## src/rtl/rs_encode_stream_if.sv

```systemverilog
// Stream bundle for rs_encode_stream.
//  s_* : message symbols into the encoder (valid/ready, last marks codeword end)
//  m_* : codeword symbols out of the encoder (message, then parity; last on final parity)
// master drives the message stream and sinks the codeword; slave is the encoder.
interface rs_encode_stream_if #(
    parameter int unsigned SYM_W = 8
) ();
    logic             s_valid_i;
    logic             s_ready_o;
    logic [SYM_W-1:0] s_data_i;
    logic             s_last_i;
    logic             m_valid_o;
    logic             m_ready_i;
    logic [SYM_W-1:0] m_data_o;
    logic             m_parity_o;
    logic             m_last_o;

    modport master (
        output s_valid_i, s_data_i, s_last_i, m_ready_i,
        input  s_ready_o, m_valid_o, m_data_o, m_parity_o, m_last_o
    );

    modport slave (
        input  s_valid_i, s_data_i, s_last_i, m_ready_i,
        output s_ready_o, m_valid_o, m_data_o, m_parity_o, m_last_o
    );
endinterface

```

## src/rtl/rs_encode_stream.sv

```systemverilog
// Streaming systematic Reed-Solomon encoder over GF(2^SYM_W).
// Message symbols pass through a single output register; after the last one (s_last_i or the
// K-th symbol) the NPAR parity symbols held in the generator LFSR are shifted out.
// Ports:
//  clk_i, rst_i (async, active high), clr_i (sync abort back to the reset state)
//  bus        : slave side of rs_encode_stream_if (message in, codeword out)
//  busy_o     : codeword in progress (first message accept .. final parity handshake)
//  overlen_o  : one-cycle pulse after the K-th symbol was accepted without s_last_i
module rs_encode_stream #(
    parameter int unsigned SYM_W     = 8,
    parameter int unsigned K         = 42,
    parameter int unsigned NPAR      = 8,
    parameter int unsigned PRIM_POLY = 'h11D,
    parameter int unsigned FCR       = 0
) (
    input  logic                clk_i,
    input  logic                rst_i,
    input  logic                clr_i,
    rs_encode_stream_if.slave   bus,
    output logic                busy_o,
    output logic                overlen_o
);

    localparam int unsigned      CntMax  = (K > NPAR) ? K : NPAR;
    localparam int unsigned      CntW    = $clog2(CntMax + 1);
    localparam logic [SYM_W-1:0] PolyLow = SYM_W'(PRIM_POLY);
    localparam logic [CntW-1:0]  MsgLast = CntW'(K - 1);
    localparam logic [CntW-1:0]  ParLast = CntW'(NPAR - 1);

    // Shift-and-add multiply, reducing by the primitive polynomial on every carry-out.
    function automatic logic [SYM_W-1:0] gf_mul(input logic [SYM_W-1:0] a,
                                                input logic [SYM_W-1:0] b);
        logic [SYM_W-1:0] acc;
        logic [SYM_W-1:0] sh;
        acc = '0;
        sh  = a;
        for (int i = 0; i < int'(SYM_W); i++) begin
            if (b[i]) acc = acc ^ sh;
            sh = sh[SYM_W-1] ? ((sh << 1) ^ PolyLow) : (sh << 1);
        end
        return acc;
    endfunction

    // g(x) = prod (x + alpha^(FCR+i)); monic, so only the low NPAR coefficients are kept.
    function automatic logic [NPAR-1:0][SYM_W-1:0] gen_poly();
        logic [NPAR:0][SYM_W-1:0] g;
        logic [SYM_W-1:0]         root;
        g    = '0;
        g[0] = SYM_W'(1);
        root = SYM_W'(1);
        for (int k = 0; k < int'(FCR); k++) root = gf_mul(root, SYM_W'(2));
        for (int i = 0; i < int'(NPAR); i++) begin
            for (int j = i + 1; j >= 1; j--) g[j] = g[j-1] ^ gf_mul(g[j], root);
            g[0] = gf_mul(g[0], root);
            root = gf_mul(root, SYM_W'(2));
        end
        return g[NPAR-1:0];
    endfunction

    localparam logic [NPAR-1:0][SYM_W-1:0] Gen = gen_poly();

    typedef enum logic [0:0] {StData, StParity} state_e;

    state_e                   state_q, state_d;
    logic [NPAR-1:0][SYM_W-1:0] par_q, par_d, par_fb, par_sh;
    logic [CntW-1:0]          cnt_q, cnt_d;
    logic                     valid_q, valid_d;
    logic [SYM_W-1:0]         data_q, data_d;
    logic                     parity_q, parity_d;
    logic                     last_q, last_d;
    logic                     busy_q, busy_d;
    logic                     overlen_q, overlen_d;
    logic                     s_ready;
    logic [SYM_W-1:0]         fb;

    always_comb begin
        state_d   = state_q;
        par_d     = par_q;
        cnt_d     = cnt_q;
        valid_d   = valid_q;
        data_d    = data_q;
        parity_d  = parity_q;
        last_d    = last_q;
        busy_d    = busy_q;
        overlen_d = 1'b0;
        s_ready   = 1'b0;

        fb        = bus.s_data_i ^ par_q[NPAR-1];
        par_fb[0] = gf_mul(fb, Gen[0]);
        for (int i = 1; i < int'(NPAR); i++) par_fb[i] = par_q[i-1] ^ gf_mul(fb, Gen[i]);
        par_sh = {par_q[NPAR-2:0], {SYM_W{1'b0}}};

        unique case (state_q)
            StData: begin
                s_ready = !valid_q || bus.m_ready_i;
                if (valid_q && bus.m_ready_i) valid_d = 1'b0;
                if (bus.s_valid_i && s_ready) begin
                    valid_d  = 1'b1;
                    data_d   = bus.s_data_i;
                    parity_d = 1'b0;
                    last_d   = 1'b0;
                    par_d    = par_fb;
                    busy_d   = 1'b1;
                    if (bus.s_last_i || (cnt_q == MsgLast)) begin
                        state_d   = StParity;
                        cnt_d     = '0;
                        overlen_d = !bus.s_last_i;
                    end else begin
                        cnt_d = cnt_q + 1'b1;
                    end
                end
            end
            StParity: begin
                if (valid_q && last_q) begin
                    // Final parity is parked; the codeword ends on its handshake.
                    if (bus.m_ready_i) begin
                        state_d = StData;
                        valid_d = 1'b0;
                        busy_d  = 1'b0;
                        cnt_d   = '0;
                    end
                end else if (!valid_q || bus.m_ready_i) begin
                    valid_d  = 1'b1;
                    data_d   = par_q[NPAR-1];
                    parity_d = 1'b1;
                    last_d   = (cnt_q == ParLast);
                    par_d    = par_sh;
                    cnt_d    = cnt_q + 1'b1;
                end
            end
            default: state_d = StData;
        endcase
    end

    always_ff @(posedge clk_i or posedge rst_i) begin
        if (rst_i) begin
            state_q   <= StData;
            par_q     <= '0;
            cnt_q     <= '0;
            valid_q   <= 1'b0;
            data_q    <= '0;
            parity_q  <= 1'b0;
            last_q    <= 1'b0;
            busy_q    <= 1'b0;
            overlen_q <= 1'b0;
        end else if (clr_i) begin
            state_q   <= StData;
            par_q     <= '0;
            cnt_q     <= '0;
            valid_q   <= 1'b0;
            data_q    <= '0;
            parity_q  <= 1'b0;
            last_q    <= 1'b0;
            busy_q    <= 1'b0;
            overlen_q <= 1'b0;
        end else begin
            state_q   <= state_d;
            par_q     <= par_d;
            cnt_q     <= cnt_d;
            valid_q   <= valid_d;
            data_q    <= data_d;
            parity_q  <= parity_d;
            last_q    <= last_d;
            busy_q    <= busy_d;
            overlen_q <= overlen_d;
        end
    end

    assign bus.s_ready_o  = s_ready;
    assign bus.m_valid_o  = valid_q;
    assign bus.m_data_o   = data_q;
    assign bus.m_parity_o = parity_q;
    assign bus.m_last_o   = last_q;
    assign busy_o         = busy_q;
    assign overlen_o      = overlen_q;

endmodule

```

## src/flat_wrapper.sv

```systemverilog
// flat-port wrapper written by rule: the top's interface ports become plain ports
module rs_encode_stream_flat 
#(
    parameter int unsigned SYM_W     = 8,
    parameter int unsigned K         = 42,
    parameter int unsigned NPAR      = 8,
    parameter int unsigned PRIM_POLY = 'h11D,
    parameter int unsigned FCR       = 0
)
  (clk_i, rst_i, clr_i, busy_o, overlen_o, bus_s_valid_i, bus_s_data_i, bus_s_last_i, bus_m_ready_i, bus_s_ready_o, bus_m_valid_o, bus_m_data_o, bus_m_parity_o, bus_m_last_o);
  rs_encode_stream_if #(.SYM_W(SYM_W)) bus_i ();
  input  logic clk_i;
  input  logic rst_i;
  input  logic clr_i;
  output logic busy_o;
  output logic overlen_o;
  input wire logic [$bits(bus_i.s_valid_i)-1:0] bus_s_valid_i;
  input wire logic [$bits(bus_i.s_data_i)-1:0] bus_s_data_i;
  input wire logic [$bits(bus_i.s_last_i)-1:0] bus_s_last_i;
  input wire logic [$bits(bus_i.m_ready_i)-1:0] bus_m_ready_i;
  output wire logic [$bits(bus_i.s_ready_o)-1:0] bus_s_ready_o;
  output wire logic [$bits(bus_i.m_valid_o)-1:0] bus_m_valid_o;
  output wire logic [$bits(bus_i.m_data_o)-1:0] bus_m_data_o;
  output wire logic [$bits(bus_i.m_parity_o)-1:0] bus_m_parity_o;
  output wire logic [$bits(bus_i.m_last_o)-1:0] bus_m_last_o;
  assign bus_i.s_valid_i = bus_s_valid_i;
  assign bus_i.s_data_i = bus_s_data_i;
  assign bus_i.s_last_i = bus_s_last_i;
  assign bus_i.m_ready_i = bus_m_ready_i;
  assign bus_s_ready_o = bus_i.s_ready_o;
  assign bus_m_valid_o = bus_i.m_valid_o;
  assign bus_m_data_o = bus_i.m_data_o;
  assign bus_m_parity_o = bus_i.m_parity_o;
  assign bus_m_last_o = bus_i.m_last_o;
  rs_encode_stream #(.SYM_W(SYM_W), .K(K), .NPAR(NPAR), .PRIM_POLY(PRIM_POLY), .FCR(FCR)) u_core (.clk_i(clk_i), .rst_i(rst_i), .clr_i(clr_i), .bus(bus_i), .busy_o(busy_o), .overlen_o(overlen_o));
endmodule
```

## config.mk

```make
export PLATFORM = sky130hd
export DESIGN_NAME = rs_encode_stream_flat
export DESIGN_NICKNAME = d
export VERILOG_FILES = /design/src/rtl/rs_encode_stream_if.sv /design/src/rtl/rs_encode_stream.sv /design/src/flat_wrapper.sv
export SDC_FILE = /design/constraint.sdc
export NUM_CORES = 1
export LEC_CHECK = 0
export ABC_AREA = 1
export CAP_MARGIN = 20
export CORE_MARGIN = 10
export CORE_UTILIZATION = 55
export CTS_CLUSTER_SIZE = 10
export DETAILED_ROUTE_END_ITERATION = 8
export PLACE_DENSITY = 0.74
export RECOVER_POWER = 25
export SLEW_MARGIN = 10
export SYNTH_ARGS = -nofsm -noshare
export SYNTH_HDL_FRONTEND = slang
export SYNTH_SLANG_ARGS = --single-unit
export TNS_END_PERCENT = 1
```

## constraint.sdc

```tcl
create_clock -name clk_i -period 4.85 [get_ports clk_i]
set_clock_uncertainty 0.15 [all_clocks]
set_input_delay 0.97 -clock clk_i [delete_from_list [all_inputs] [get_ports clk_i]]
set_output_delay 0.97 -clock clk_i [all_outputs]
set_load 0.1 [all_outputs]
```

After elaboration in Yosys (flattened, before gate mapping)
Index checks and enable logic that the tools add are counted.
- $add $sub $neg: 1
- eq/ne operators: 10
- mux-type cells: 54
- bitwise logic cells: 39
- reductions and logical operators: 11
- operators with widths (kind ; number):
    2-to-1 mux 64 bit ; 4
    XOR 8 bit ; 31
    case mux 64 bit (2 select lines) ; 1
    2-to-1 mux 6 bit ; 6
    2-to-1 mux 5 bit ; 7
    2-to-1 mux 8 bit ; 4
    NOT 4 bit ; 7
    2-to-1 mux 1 bit ; 25
    case mux 8 bit (2 select lines) ; 1
    inequality test 3 bit, second input constant ; 4
    case mux 6 bit (2 select lines) ; 1
    AND reduction 3 bit ; 4
    case mux 1 bit (2 select lines) ; 5
    inequality test 4 bit, second input constant ; 2
    adder 6 x 1 -> 6 bit, second input constant ; 1
    == test 6 x 3 -> 1 bit, second input constant ; 1
    == test 6 bit, second input constant ; 1
    inequality test 4 x 2 -> 1 bit, second input constant ; 1
    logical AND 1 bit ; 3
    inequality test 3 x 2 -> 1 bit, second input constant ; 1
    logical NOT 1 bit ; 2
    logical OR 1 bit ; 2
    NOT 1 bit ; 1
- bits in registers: 84
- bits of input ports: 14
- output and inout bits: 14
- word-level logic and storage cells: 131

Longest topological paths before layout
- depth after elaboration: 20
- mapped depth: 18
- depth with buffers taken out: 18

Worst setup path before layout
No wires, ideal clock.
- path kind: input to output
- from: in bus_m_ready_i
- to: out bus_s_ready_o
- arrival: 2391 ps
- required time: 3730 ps
- setup slack: 1339 ps
- stages: 4
- path buffers: 0
- cells stage by stage: inv_1 nand2_1 inv_1 nor2_1
- cells in the longest elaborated chain, start to end: 2
- RTL lines (item ; RTL line ; RTL):
    from (decl) ; flat_wrapper.sv:20 ; input wire logic [$bits(bus_i.m_ready_i)-1:0] bus_m_ready_i;
    logical OR 1 bit ; rs_encode_stream.sv:95 ; s_ready = !valid_q || bus.m_ready_i;
    2-to-1 mux 1 bit ; rs_encode_stream.sv:93 ; unique case (state_q)
    to (decl) ; flat_wrapper.sv:21 ; output wire logic [$bits(bus_i.s_ready_o)-1:0] bus_s_ready_o;
No other way between the ends.

Worst setup path after layout
- from: in bus_s_data_i[4]
- to: reg u_core.par_q[25] in the netlist's numbering
- cells in the longest elaborated chain, start to end: 10
- RTL lines (item ; RTL line ; RTL):
    from (decl) ; flat_wrapper.sv:18 ; input wire logic [$bits(bus_i.s_data_i)-1:0] bus_s_data_i;
    XOR 8 bit ; rs_encode_stream.sv:88 ; fb = bus.s_data_i ^ par_q[NPAR-1];
    2-to-1 mux 5 bit (2 in series) ; rs_encode_stream.sv:39 ; sh = sh[SYM_W-1] ? ((sh << 1) ^ PolyLow) : (sh << 1);
    XOR 8 bit (3 in series) ; rs_encode_stream.sv:38 ; if (b[i]) acc = acc ^ sh;
    XOR 8 bit ; rs_encode_stream.sv:90 ; for (int i = 1; i < int'(NPAR); i++) par_fb[i] = par_q[i-1] ^ gf_mul(fb, Gen[i]);
    2-to-1 mux 64 bit ; rs_encode_stream.sv:97 ; if (bus.s_valid_i && s_ready) begin
    case mux 64 bit (2 select lines) ; rs_encode_stream.sv:93 ;
    2-to-1 mux 64 bit ; rs_encode_stream.sv:146 ; end else if (clr_i) begin
    to (signal assigned) ; rs_encode_stream.sv:158 ; par_q <= par_d;
    to (decl) ; rs_encode_stream.sv:65 ; logic [NPAR-1:0][SYM_W-1:0] par_q, par_d, par_fb, par_sh;
No other way between the ends. The select of a mux whose other input is x is not followed.
A chain may end at the register's enable or synchronous reset.

==> results.md <==
- Ys flop type: dfrtp_1
- RSZ-0062 raised after global routing: false
- I/O Pins: 28
- P&R area growth vs syn: 9.562%
- 1st-iter DRT viols: 564
- Initial antenna violation count: 0
- Clock root buffer: clkbuf_8
- Wl on met1: 7.718 mm
- Post-synthesis sequential area ratio: 35.70%
- Final wirelength: 17.61 mm
- TNS Setup: 0 ns
- Area of the multi-input gates: about 3300 sq um
- Synth top area cells: dfrtp_1 36%, nand2_1 19%, nand3_1 7.7%, inv_1 6.1%, o22ai_1 3.5%
- Final ANT Viol Nets: 0
- Top cell type's share of synthesized area: between 30% and 40%
- Count of cell types in the netlist: 40
- Reg2Reg Depth: 7
- CP Launch Type: input pin
- Post-synthesis async set-or-reset flop share: 100.0%
- Maximum VDD drop: 0.3020 mV
- Postcts setup bufs: 0
- Worst Tran Pin Value: 1.820 ns
- Clock-pin slew on the worst setup and hold paths: 0.08 ns
- WL met3: 1.343 mm
- Pwr dens: 665.2 nW/um^2
- Final worst-path cycle share: 76.82%
- Crit-path max FO: 11
- Port bufs: 27
- GRT Overall Usage: 23.75%
- DRC: 0
- TritonCTS Buffers: 9
- Share of layout cells above drive strength 1: 8.927%
- Post-synth top cells: 295 x nand2_1, 95 x inv_1, 91 x nand3_1
- Reg-to-reg slack, setup: approximately 1.7 ns
- Worst hold start: u_core.par_q[30]$_DFFE_PP0P_
- Htree depth: 3
- First-pass GRT wire length: 28.48 mm
- Cts hold-fix bufs: 0
- Vias: 5834
- Post-synthesis average cell area: slightly below 7 sq um
- Final Max Tran Viols: 42
- Pin count of the biggest net entering global routing: between 50 and 60
- Hpwl dp: 12.44 mm
- Reg-to-reg critical path endpoint: u_core.bus.m_data_o[2]$_DFFE_PP0P_
- Mapped Cells: 863
- Skew-Pair Late Insertion Delay: 0.37 ns
- Worst hold path class: reg -> reg
- Grt ovf: 0
- Largest area contributor in the netlist: dfrtp_1
- Crit end category: flop
- Core area: 10370 sq um
- Fillers: 987
- Synthesized Nets: 879
- Hold path depth: 2
- Synthesis-stage register bit count: 84
- Failing checks: capacitance limit, slew limit
- Mapped Area: 5888 sq um
- Reg2Reg Launch Point: u_core.state_q$_DFF_PP0_
- Critical Path RT: 4.93 ns
- Cell Rows: 37
- Die H: 123.5 microns
- Max cap viols: 1
- Clk buf depth: 2
- WHS Endpoint: u_core.par_q[30]$_DFFE_PP0P_
- Drt wl/cell: around 17 microns
- Final hold vios: 0
- Critical Path Start: bus_s_data_i[4]
- DP Cell Count: a little over 1000
- TritonRoute pass-1 iters: 5
- YS warnings: 0
- CTS tree: done
- Lkg Pwr: 3.246 nW
- Post-cts sizing count: 0
- Highest routed layer: met4
- Outcome: finished, violations left
- Number of synthesized flops with an enable pin: 0
- Die Wd: approximately 120 microns
- WS Path Type: in -> reg
- Final min period: 3.726 ns
- Met2 wire length: ~8 mm
- Die area: between 15000 and 20000 sq um
- Vias per Instance: 5.714
- Vias in the first global route: 5525
- Placer Congestion: a little under 1
- Worst Path Arrival: roughly 3.8 ns
- Nets@finish: between 800 and 900
- Clk sinks: between 80 and 90
- Initial Util: approximately 57%
- Storage element area: between 2000 and 2500 sq um
- Fin cells: between 1000 and 1500
- Final setup vio count: 0
- Diode count: 0
- Most common cell in the netlist: nand2_1
- Fmax: 268.4 MHz
- Worst slew margin: -22.00%
==> metrics by stage <==
stage | power [mW] | area, sq um | utilization, % | hold slack [ns] | worst slack (ns)
2_1_floorplan | 3.056 | 5888 | - | 0.2990 | 1.339
3_3_place_gp | 3.620 | 6248 | 60.26 | 0.3091 | 0.9714
3_5_place_dp | 3.686 | 6248 | 60.26 | 0.3158 | 0.8807
4_1_cts | 4.244 | 6454 | 62.23 | 0.3413 | 1.256
5_1_grt | 4.663 | 6451 | 62.21 | 0.3634 | 0.9315
6_report | 4.291 | 6451 | 62.21 | 0.3410 | 1.124
==> worst max-delay path, cell delays in order <==
cell and delay [ns]:
clkdlybuf4s50_1 0.59, xor2_1 0.88, nand2_1 0.15, nand2_1 0.30, nand2_1 0.13, nand2_1 0.12
nand2_1 0.09, nand2_1 0.09, nand2_1 0.07, nand3_1 0.11, a21oi_1 0.08, o21ai_1 0.13
o21ai_1 0.09
==> sequential cells by signal (all words and copies together) (netlist names) <==
| register | cells |
|---|---|
| u_core.bus.m_data_o | 8 |
| u_core.bus.m_last_o | 1 |
| u_core.bus.m_parity_o | 1 |
| u_core.bus.m_valid_o | 1 |
| u_core.busy_o | 1 |
| u_core.cnt_q | 6 |
| u_core.overlen_o | 1 |
| u_core.par_q | 64 |
| u_core.state_q | 1 |
==> final cells by class <==
class	count	area share [%]
clock inverter	5	1.202
inverter	104	6.187
clock buffer	10	1.978
timing repair buffer	32	4.694
multi-input combinational	650	50.72
sequential	84	32.58
tap	136	2.638
==> power breakdown <==
part | total (mW) | internal [mW] | switching, mW
Clock | 0.557 | 0.286 | 0.271
Combinational | 2.70 | 0.817 | 1.89
Sequential | 1.03 | 0.902 | 0.128
==> worst max path at each step <==
stage                                               to  slack [ns]  cells after the start
after detailed placement  u_core.par_q[28]$_DFFE_PP0P_        0.88                     14
after global placement    u_core.par_q[25]$_DFFE_PP0P_        0.97                     13
final                     u_core.par_q[25]$_DFFE_PP0P_        1.12                     13
after global routing      u_core.par_q[54]$_DFFE_PP0P_        0.93                      3
after CTS                 u_core.par_q[28]$_DFFE_PP0P_        1.26                     14
after floorplan                          bus_s_ready_o        1.34                      4
==> cells in the final DEF (no fill, tap or decap), types with 7 or more instances in the layout <==
cell type        instances
xor2_1                  21
o221ai_1                 7
dfrtp_1                 84
clkdlybuf4s50_1         24
nor3_1                  12
nand2_4                  9
a21oi_1                 23
nand2_2                 24
o22ai_1                 33
nor2_1                  40
o21ai_0                 40
nand2_1                295
inv_1                   94
clkbuf_8                 9
nand4_1                 10
nand3_1                 91
o21ai_1                 13
==> cell families (layout without fill, tap and decap cells) <==
group	after synthesis	after routing	share of synthesized area, %
simple gates	495	495	37.55
fa+ha+maj	2	2	0.4249
flops	84	84	35.70
buf+inv	129	151	8.840
compound gates	123	123	12.01
xor+xnor	30	30	5.483
==> layer usage <==
| layer | GRT usage [%] | vias up |
|---|---|---|
| met5 | 0 | - |
| met4 | 9.534 | 0 |
| met3 | 5.515 | 43 |
| met2 | 36.38 | 259 |
| met1 | 31.76 | 2697 |
| li1 | - | 2835 |
Note: power is estimated with default switching activity, not from simulation.
